--- config.mk ---
export PLATFORM = sky130hd
export DESIGN_NAME = lockout_timer
export DESIGN_NICKNAME = d
export VERILOG_FILES = /design/src/rtl/lockout_timer_pkg.sv /design/src/rtl/lockout_timer_rise_detect.sv /design/src/rtl/lockout_timer.sv
export SDC_FILE = /design/constraint.sdc
export NUM_CORES = 1
export LEC_CHECK = 0
export CAP_MARGIN = 25
export CORE_MARGIN = 2
export CORE_UTILIZATION = 52
export DETAILED_ROUTE_END_ITERATION = 10
export GPL_ROUTABILITY_DRIVEN = 0
export PLACE_DENSITY_LB_ADDON = 0.08
export SLEW_MARGIN = 5
export SYNTH_ARGS = -nofsm -noshare
export SYNTH_HDL_FRONTEND = slang
export SYNTH_HIERARCHICAL = 1
export SYNTH_SLANG_ARGS = --single-unit
--- constraint.sdc ---
create_clock -name clk -period 2.6 [get_ports clk]
set_input_delay 0.26 -clock clk [delete_from_list [all_inputs] [get_ports clk]]
set_output_delay 0.26 -clock clk [all_outputs]
set_load 0.005 [all_outputs]
--- src/rtl/lockout_timer_pkg.sv ---
// Shared state encoding, display widths and load-value helper for the lockout timer.
package lockout_timer_pkg;

  localparam int FAIL_W = 4;
  localparam int SECS_W = 8;

  typedef enum logic [1:0] {
    ST_IDLE     = 2'd0,
    ST_SLEEPING = 2'd1,
    ST_RELEASE  = 2'd2
  } lock_state_t;

  // Clamp a seconds value to what the HEX display counter can hold.
  function automatic logic [SECS_W-1:0] sat_secs(input int unsigned v);
    if (v > int'(2**SECS_W - 1)) return {SECS_W{1'b1}};
    return SECS_W'(v);
  endfunction

endpackage

--- src/rtl/lockout_timer_rise_detect.sv ---
// Rising-edge detector: pulse = d & ~d_q, one cycle, combinational from the registered history.
// History tracks d even in reset, so a level held across reset never looks like an edge.
module rise_detect (
  input  logic clk,
  input  logic system_reset,
  input  logic d,
  output logic pulse
);

  logic d_q;

  always_ff @(posedge clk) begin
    d_q <= d;
  end

  assign pulse = d & ~d_q & ~system_reset;

endmodule

--- src/rtl/lockout_timer.sv ---
// Lockout timer: counts consecutive failed passwords and times the controller's sleep period.
// Define LOCKOUT_ESCALATE_EN to double the lockout length after each completed lockout (x1,x2,x4,x8).
module lockout_timer
  import lockout_timer_pkg::*;
#(
  parameter int CLK_HZ       = 50_000_000,
  parameter int LOCK_SECONDS = 10,
  parameter int MAX_ATTEMPTS = 3
) (
  input  logic              clk,
  input  logic              system_reset,
  input  logic              correct_password,
  input  logic              incorrect_password,
  input  logic              sleep,
  output logic              lockout_req,
  output logic              end_sleep,
  output logic [FAIL_W-1:0] fail_cnt,
  output logic [SECS_W-1:0] secs_left
);

  localparam int                  PRESC_W   = (CLK_HZ > 1) ? $clog2(CLK_HZ) : 1;
  localparam logic [PRESC_W-1:0]  PRESC_MAX = PRESC_W'(CLK_HZ - 1);
  localparam logic [FAIL_W-1:0]   FAIL_MAX  = FAIL_W'(MAX_ATTEMPTS);

  logic correct_ev, incorrect_ev, sleep_ev;

  rise_detect u_rise_correct (
    .clk          (clk),
    .system_reset (system_reset),
    .d            (correct_password),
    .pulse        (correct_ev)
  );

  rise_detect u_rise_incorrect (
    .clk          (clk),
    .system_reset (system_reset),
    .d            (incorrect_password),
    .pulse        (incorrect_ev)
  );

  rise_detect u_rise_sleep (
    .clk          (clk),
    .system_reset (system_reset),
    .d            (sleep),
    .pulse        (sleep_ev)
  );

  lock_state_t         state, state_nxt;
  logic [PRESC_W-1:0]  presc, presc_nxt;
  logic [SECS_W-1:0]   secs_nxt, load_secs;
  logic [FAIL_W-1:0]   fail_nxt;
  logic                end_nxt;
  logic                done;

`ifdef LOCKOUT_ESCALATE_EN
  logic [1:0] esc_level;

  always_ff @(posedge clk) begin
    if (system_reset)
      esc_level <= 2'd0;
    else if (correct_ev)
      esc_level <= 2'd0;
    else if (done && esc_level != 2'd3)
      esc_level <= esc_level + 2'd1;
  end

  assign load_secs = sat_secs(int'(unsigned'(LOCK_SECONDS)) << esc_level);
`else
  assign load_secs = sat_secs(LOCK_SECONDS);
`endif

  always_comb begin
    state_nxt = state;
    secs_nxt  = secs_left;
    presc_nxt = presc;
    end_nxt   = 1'b0;
    done      = 1'b0;
    case (state)
      ST_IDLE: begin
        if (sleep_ev) begin
          state_nxt = ST_SLEEPING;
          secs_nxt  = load_secs;
          presc_nxt = PRESC_MAX;
        end
      end
      ST_SLEEPING: begin
        // Controller withdrawing sleep aborts the lockout without signalling completion.
        if (!sleep) begin
          state_nxt = ST_IDLE;
          secs_nxt  = '0;
          presc_nxt = '0;
        end else if (presc == '0) begin
          presc_nxt = PRESC_MAX;
          if (secs_left <= SECS_W'(1)) begin
            secs_nxt  = '0;
            end_nxt   = 1'b1;
            done      = 1'b1;
            state_nxt = ST_RELEASE;
          end else begin
            secs_nxt = secs_left - SECS_W'(1);
          end
        end else begin
          presc_nxt = presc - PRESC_W'(1);
        end
      end
      ST_RELEASE: begin
        if (!sleep) state_nxt = ST_IDLE;
      end
      default: state_nxt = ST_IDLE;
    endcase
  end

  // A correct entry or a served lockout both forgive earlier failures; clearing wins over counting.
  always_comb begin
    fail_nxt = fail_cnt;
    if (correct_ev || done)
      fail_nxt = '0;
    else if (incorrect_ev && fail_cnt != FAIL_MAX)
      fail_nxt = fail_cnt + FAIL_W'(1);
  end

  always_ff @(posedge clk) begin
    if (system_reset) begin
      state       <= ST_IDLE;
      presc       <= '0;
      secs_left   <= '0;
      end_sleep   <= 1'b0;
      fail_cnt    <= '0;
      lockout_req <= 1'b0;
    end else begin
      state       <= state_nxt;
      presc       <= presc_nxt;
      secs_left   <= secs_nxt;
      end_sleep   <= end_nxt;
      fail_cnt    <= fail_nxt;
      lockout_req <= (fail_nxt == FAIL_MAX);
    end
  end

endmodule

* After elaboration in Yosys (flattened, before gate mapping) *
Index checks and enable logic that the tools add are counted.

storage, ports and cells
  memories = 0
  latch bits = 0
  ROM bits = 0
  RAM bits = 0
  word-level logic and storage cells = 60
  output and inout bits = 14
  register bits after elaboration = 45

operators by class
  eq/ne operators = 8
  muxes and demuxes = 21
  bitwise logic cells = 10
  $mul = 0
  shifts and indexed selects = 0
  $lt $le $gt $ge = 1
  add/sub/neg operators = 3
  reduce and logical (&&, ||, !) cells = 8
  div/mod/pow operators = 0

operators by type and width
  operator                                               number
  2-to-1 mux 26 bit                                      3
  one-hot mux 26 bit (2 select lines)                    1
  2-to-1 mux 8 bit                                       4
  logical NOT 26 bit                                     1
  subtractor 26 x 1 -> 26 bit, second input constant     1
  one-hot mux 8 bit (2 select lines)                     1
  2-to-1 mux 2 bit                                       5
  <= comparator 8 x 1 -> 1 bit, second input constant    1
  2-to-1 mux 4 bit                                       2
  subtractor 8 x 1 -> 8 bit, second input constant       1
  AND 1 bit                                              6
  inequality test 3 bit, second input constant           2
  one-hot mux 2 bit (3 select lines)                     1
  adder 4 x 1 -> 4 bit, second input constant            1
  == test 4 x 2 -> 1 bit, second input constant          1
  2-to-1 mux 1 bit                                       4
  inequality test 2 bit, second input constant           2
  inequality test 4 x 2 -> 1 bit, second input constant  1
  inverter 1 bit                                         4
  AND reduction 4 bit                                    1
  AND reduction 3 bit                                    1
  == test 2 x 1 -> 1 bit, second input constant          1
  == test 2 bit, second input constant                   1
  logical NOT 2 bit                                      1
  other kinds (4)                                        4

* Depth between registers and ports, before layout *
  word-level depth = 8
  depth in mapped cells = 10

* Hierarchy *
Netlist, hierarchy kept.

modules (own cells, without submodules)
  module         instances  area an instance (um^2)  cells each
  lockout_timer  1          2412.3                   301
  rise_detect    3          32.5                     2

* Least setup slack after synthesis *
OpenSTA, ideal clock, no wires.

  path kind = flip-flop to flip-flop
  from = register presc[14]
  to = register presc[23]
  stages on the path, launching flop included = 7
  path slack = 0.193 ns
  clock period less this slack = 2.407 ns
  arrival = 2.291 ns
  required time = 2.484 ns
  cells stage by stage = dfxtp_1 > or4_4 > or3_1 > buf_2 > or4_1 > or3_1 > o211a_1

on the way
  longest elaborated chain between the ends = 4
  elaborated cells on any way between the ends = 5
  classes of those cells = add/sub (1); mux (3); reduce/logical (1)

ends and longest elaborated chain
  what                                                               RTL line                                   text
  from (decl)                                                        lockout_timer.sv:49                        logic [PRESC_W-1:0] presc, presc_nxt;
  from (signal assigned)                                             lockout_timer.sv:132                       presc <= presc_nxt;
  subtractor 26 x 1 -> 26 bit or logical NOT 26 bit (tied branches)  lockout_timer.sv:103, lockout_timer.sv:92
  2-to-1 mux 26 bit *                                                lockout_timer.sv:92                        end else if (presc == '0) begin
  2-to-1 mux 26 bit *                                                lockout_timer.sv:88                        if (!sleep) begin
  one-hot mux 26 bit (2 select lines) *                              lockout_timer.sv:78                        case (state)

Every way passes the cells marked *; elsewhere a longest branch is shown, timed or not.
A chain may end at the register's enable or synchronous reset.

* Worst setup path in the final report *
Same ends and word-level chain as after synthesis.

==> flow_metrics.py <==
metrics = {
    "pwr": {
        "power_mw": 1.87,
        "leakagePower_nw": 1.10,
        "ir_drop_mv": 0.304,
        "power-per-cell-area_nw_per_um2": 627,
    },
    "critical_path": {
        "critPathKind": "reg -> reg",
        "cpMostUsedCell": "or3_1",
        "path_max_fanout": 5,
        "critical-path-slowest-cell": "or4_4",
        "r2r_setup_slack_ns": 0.22,
        "cp-start-kind": "flop",
        "cp_cell_sequence": "or4_4 > or3_1 > or4_1 > or3_1 > o211a_1",
        "required_ns": 2.82,
        "arrival_ns": 2.60,
        "critPathMaxStageDelay_ns": 0.58,
        "cp-end-kind": "flop",
    },
    "synthesis": {
        "synth_largest_area_cell": "dfxtp_1",
        "ys_ff_latch": 45,
        "syn_nets": 317,
        "yosys-top-cells-area": "dfxtp_1 36%, nor3_1 4.4%, o21ai_0 4.4%",
        "async_flop_share_pct": 0,
        "netlist_area_um2": 2510,
        "yosysSeqAreaShare_pct": 35.9,
        "synth_top_area_share_pct": 35.9,
        "yosys.cell_count.top_type": "dfxtp_1",
        "synth_edf_count": 0,
        "synthTopCellsByCount": "45 x dfxtp_1, 29 x nor2_1, 22 x nor3_1, 22 x o21ai_0, 18 x a21oi_1",
        "synth_cells": 307,
        "syn_avg_cell_area_um2": 8.18,
        "synth_cell_types": 58,
        "synth_flop_cell": "dfxtp_1",
        "ys.warnings.count": 6,
    },
    "final_layout": {
        "layout-drive-gt1-share_pct": 12.5,
        "nets": 345,
        "final_area_um2": 2970,
        "area_growth_pct": 18.5,
        "diodes": 0,
    },
    "clock_network": {
        "cts_tree": "yes",
        "cts-root-buf": "clkbuf_8",
        "cts_resized": 0,
        "postCtsSetupRepairBufs": 0,
        "cts_buffers": 5,
        "cts_hold_buf": 0,
        "clock_latency_ns": 0.31,
        "clkSinkCount": 45,
        "cts_buffer_depth": 2,
        "path_clk_slew_ns": 0.09,
        "h-tree-depth": 2,
    },
    "floorplan": {
        "die_y_um": 73.5,
        "coreArea_um2": 4690,
        "dieArea_um2": 5400,
        "num_io_pins": 19,
        "die_w_um": 73.5,
        "initial_utilization_pct": 53.5,
        "rows": 25,
    },
    "timing": {
        "relSlewSlack_pct": 52.9,
        "fin_hold_ws_ns": 0.417,
        "setup_viol": 0,
        "rsz0062_at_grt": "no",
        "hold_viol_final": 0,
        "worst_pin_slew_ns": 0.705,
        "post-route-period-util_pct": 91.6,
        "max_freq_mhz": 420,
        "clock_skew_ns": 0.0178,
        "maxSlewViolCount": 0,
        "fin_ws_ns": 0.218,
        "final.setup.tns_ns": 0,
        "period_needed_ns": 2.38,
    },
    "route": {
        "drc": 0,
        "ant_nets": 0,
        "vias": 2440,
        "vias_per_cell": 6.26,
        "drt_iter0_markers": 155,
        "first_pass_iters": 5,
        "wl_per_cell_um": 16.3,
        "totalWireLength_um": 6370,
    },
    "place": {
        "hpwlAfterDp_um": 4490,
        "place_ws_ns": 0.244,
        "postPlaceCellArea_um2": 2860,
        "io_buffers": 18,
    },
    "worst_hold_path": {
        "hp-class": "in -> reg",
    },
    "global_routing": {
        "grt_pass1_vias": 2249,
        "antenna_found_initial": 0,
        "grt_usage_pct": 25.3,
        "grt_pass1_wl_um": 10700,
        "grt_max_degree": 35,
        "grt_overflow": 0,
    },
    "flow_run": {
        "cap_violations": 0,
    },
    "run_status": {
        "outcome": "complete, no violations",
    },
}
## logic make-up after synthesis
group / share of synthesized area [%]
AND/OR/NAND/NOR: 29.2
AO/OA/AOI/OAI: 23.3
flip-flops: 35.9
buffers and inverters: 4.14
XOR/XNOR: 4.54
adder cells (fa/ha/maj): 2.49
multiplexers: 0.399
## final cells by class
| class | count | area, µm² |
|---|---|---|
| Fill cell | 413 | 1720 |
| Multi-Input combinational cell | 235 | 1510 |
| Sequential cell | 45 | 901 |
| Timing Repair Buffer | 39 | 350 |
| Clock buffer | 7 | 86.3 |
| Tap cell | 54 | 67.6 |
| Inverter | 9 | 33.8 |
| Clock inverter | 1 | 30.0 |
## cell usage in the layout (no fill, tap or decap), drive strengths merged, types with 3 or more instances in the layout
master	Yosys	layout
a21boi	4	4
a21oi	19	19
a311o	4	4
a31oi	8	8
buf	3	21
clkbuf	15	7
clkdlybuf4s50	0	18
dfxtp	45	45
ha	5	5
inv	9	9
nand2	12	12
nand2b	6	6
nand3	9	9
nand3b	3	3
nand4	8	8
nor2	29	29
nor2b	3	3
nor3	23	23
nor3b	5	5
nor4	12	12
nor4b	3	3
o21ai	22	22
o41a	3	3
or3	5	5
or4	4	4
xnor2	8	8
xor2	5	5
## metal layers
| layer | share of wire, % | track usage [%] |
|---|---|---|
| met4 | 0.90 | 9.29 |
| met5 | 0 | 0 |
| met1 | 47 | 36.2 |
| met2 | 47 | 38.3 |
| met3 | 5.6 | 4.12 |
## worst paths after layout
check | startpoint | end | depth (start not counted)
max | presc[14] | presc[23] | 5
max reg2reg | presc[14] | presc[23] | 5
min reg2reg | fail_cnt[3] | lockout_req | 1
min | incorrect_password | u_rise_incorrect/d_q | 1
## per-stage QoR
step                      cells  utilization (%)
final                       390             63.4
after detailed placement    382             60.9
after global routing        390             63.4
after floorplan             307                -
after global placement      382             60.9
after CTS                   390             63.4
## state kept, by name, indices dropped and copies added, names as in the netlist
signal	count
u_rise_incorrect/d_q	1
end_sleep	1
lockout_req	1
u_rise_sleep/d_q	1
state	2
fail_cnt	4
secs_left	8
u_rise_correct/d_q	1
presc	26
## worst max-delay path: cells and delay by family, from the launching register on
kind | cells | cell delay [ns]
and+or+nand+nor | 4 | 1.80
AOI/OAI and AO/OA | 1 | 0.13
DFF | 1 | 0.36
## power by group
group	internal (mW)	switching [mW]	total, mW
Clock	0.314	0.248	0.562
Sequential	0.731	0.0471	0.778
Combinational	0.229	0.297	0.526
Total	1.27	0.592	1.87
(Power assumes the default switching activity.)
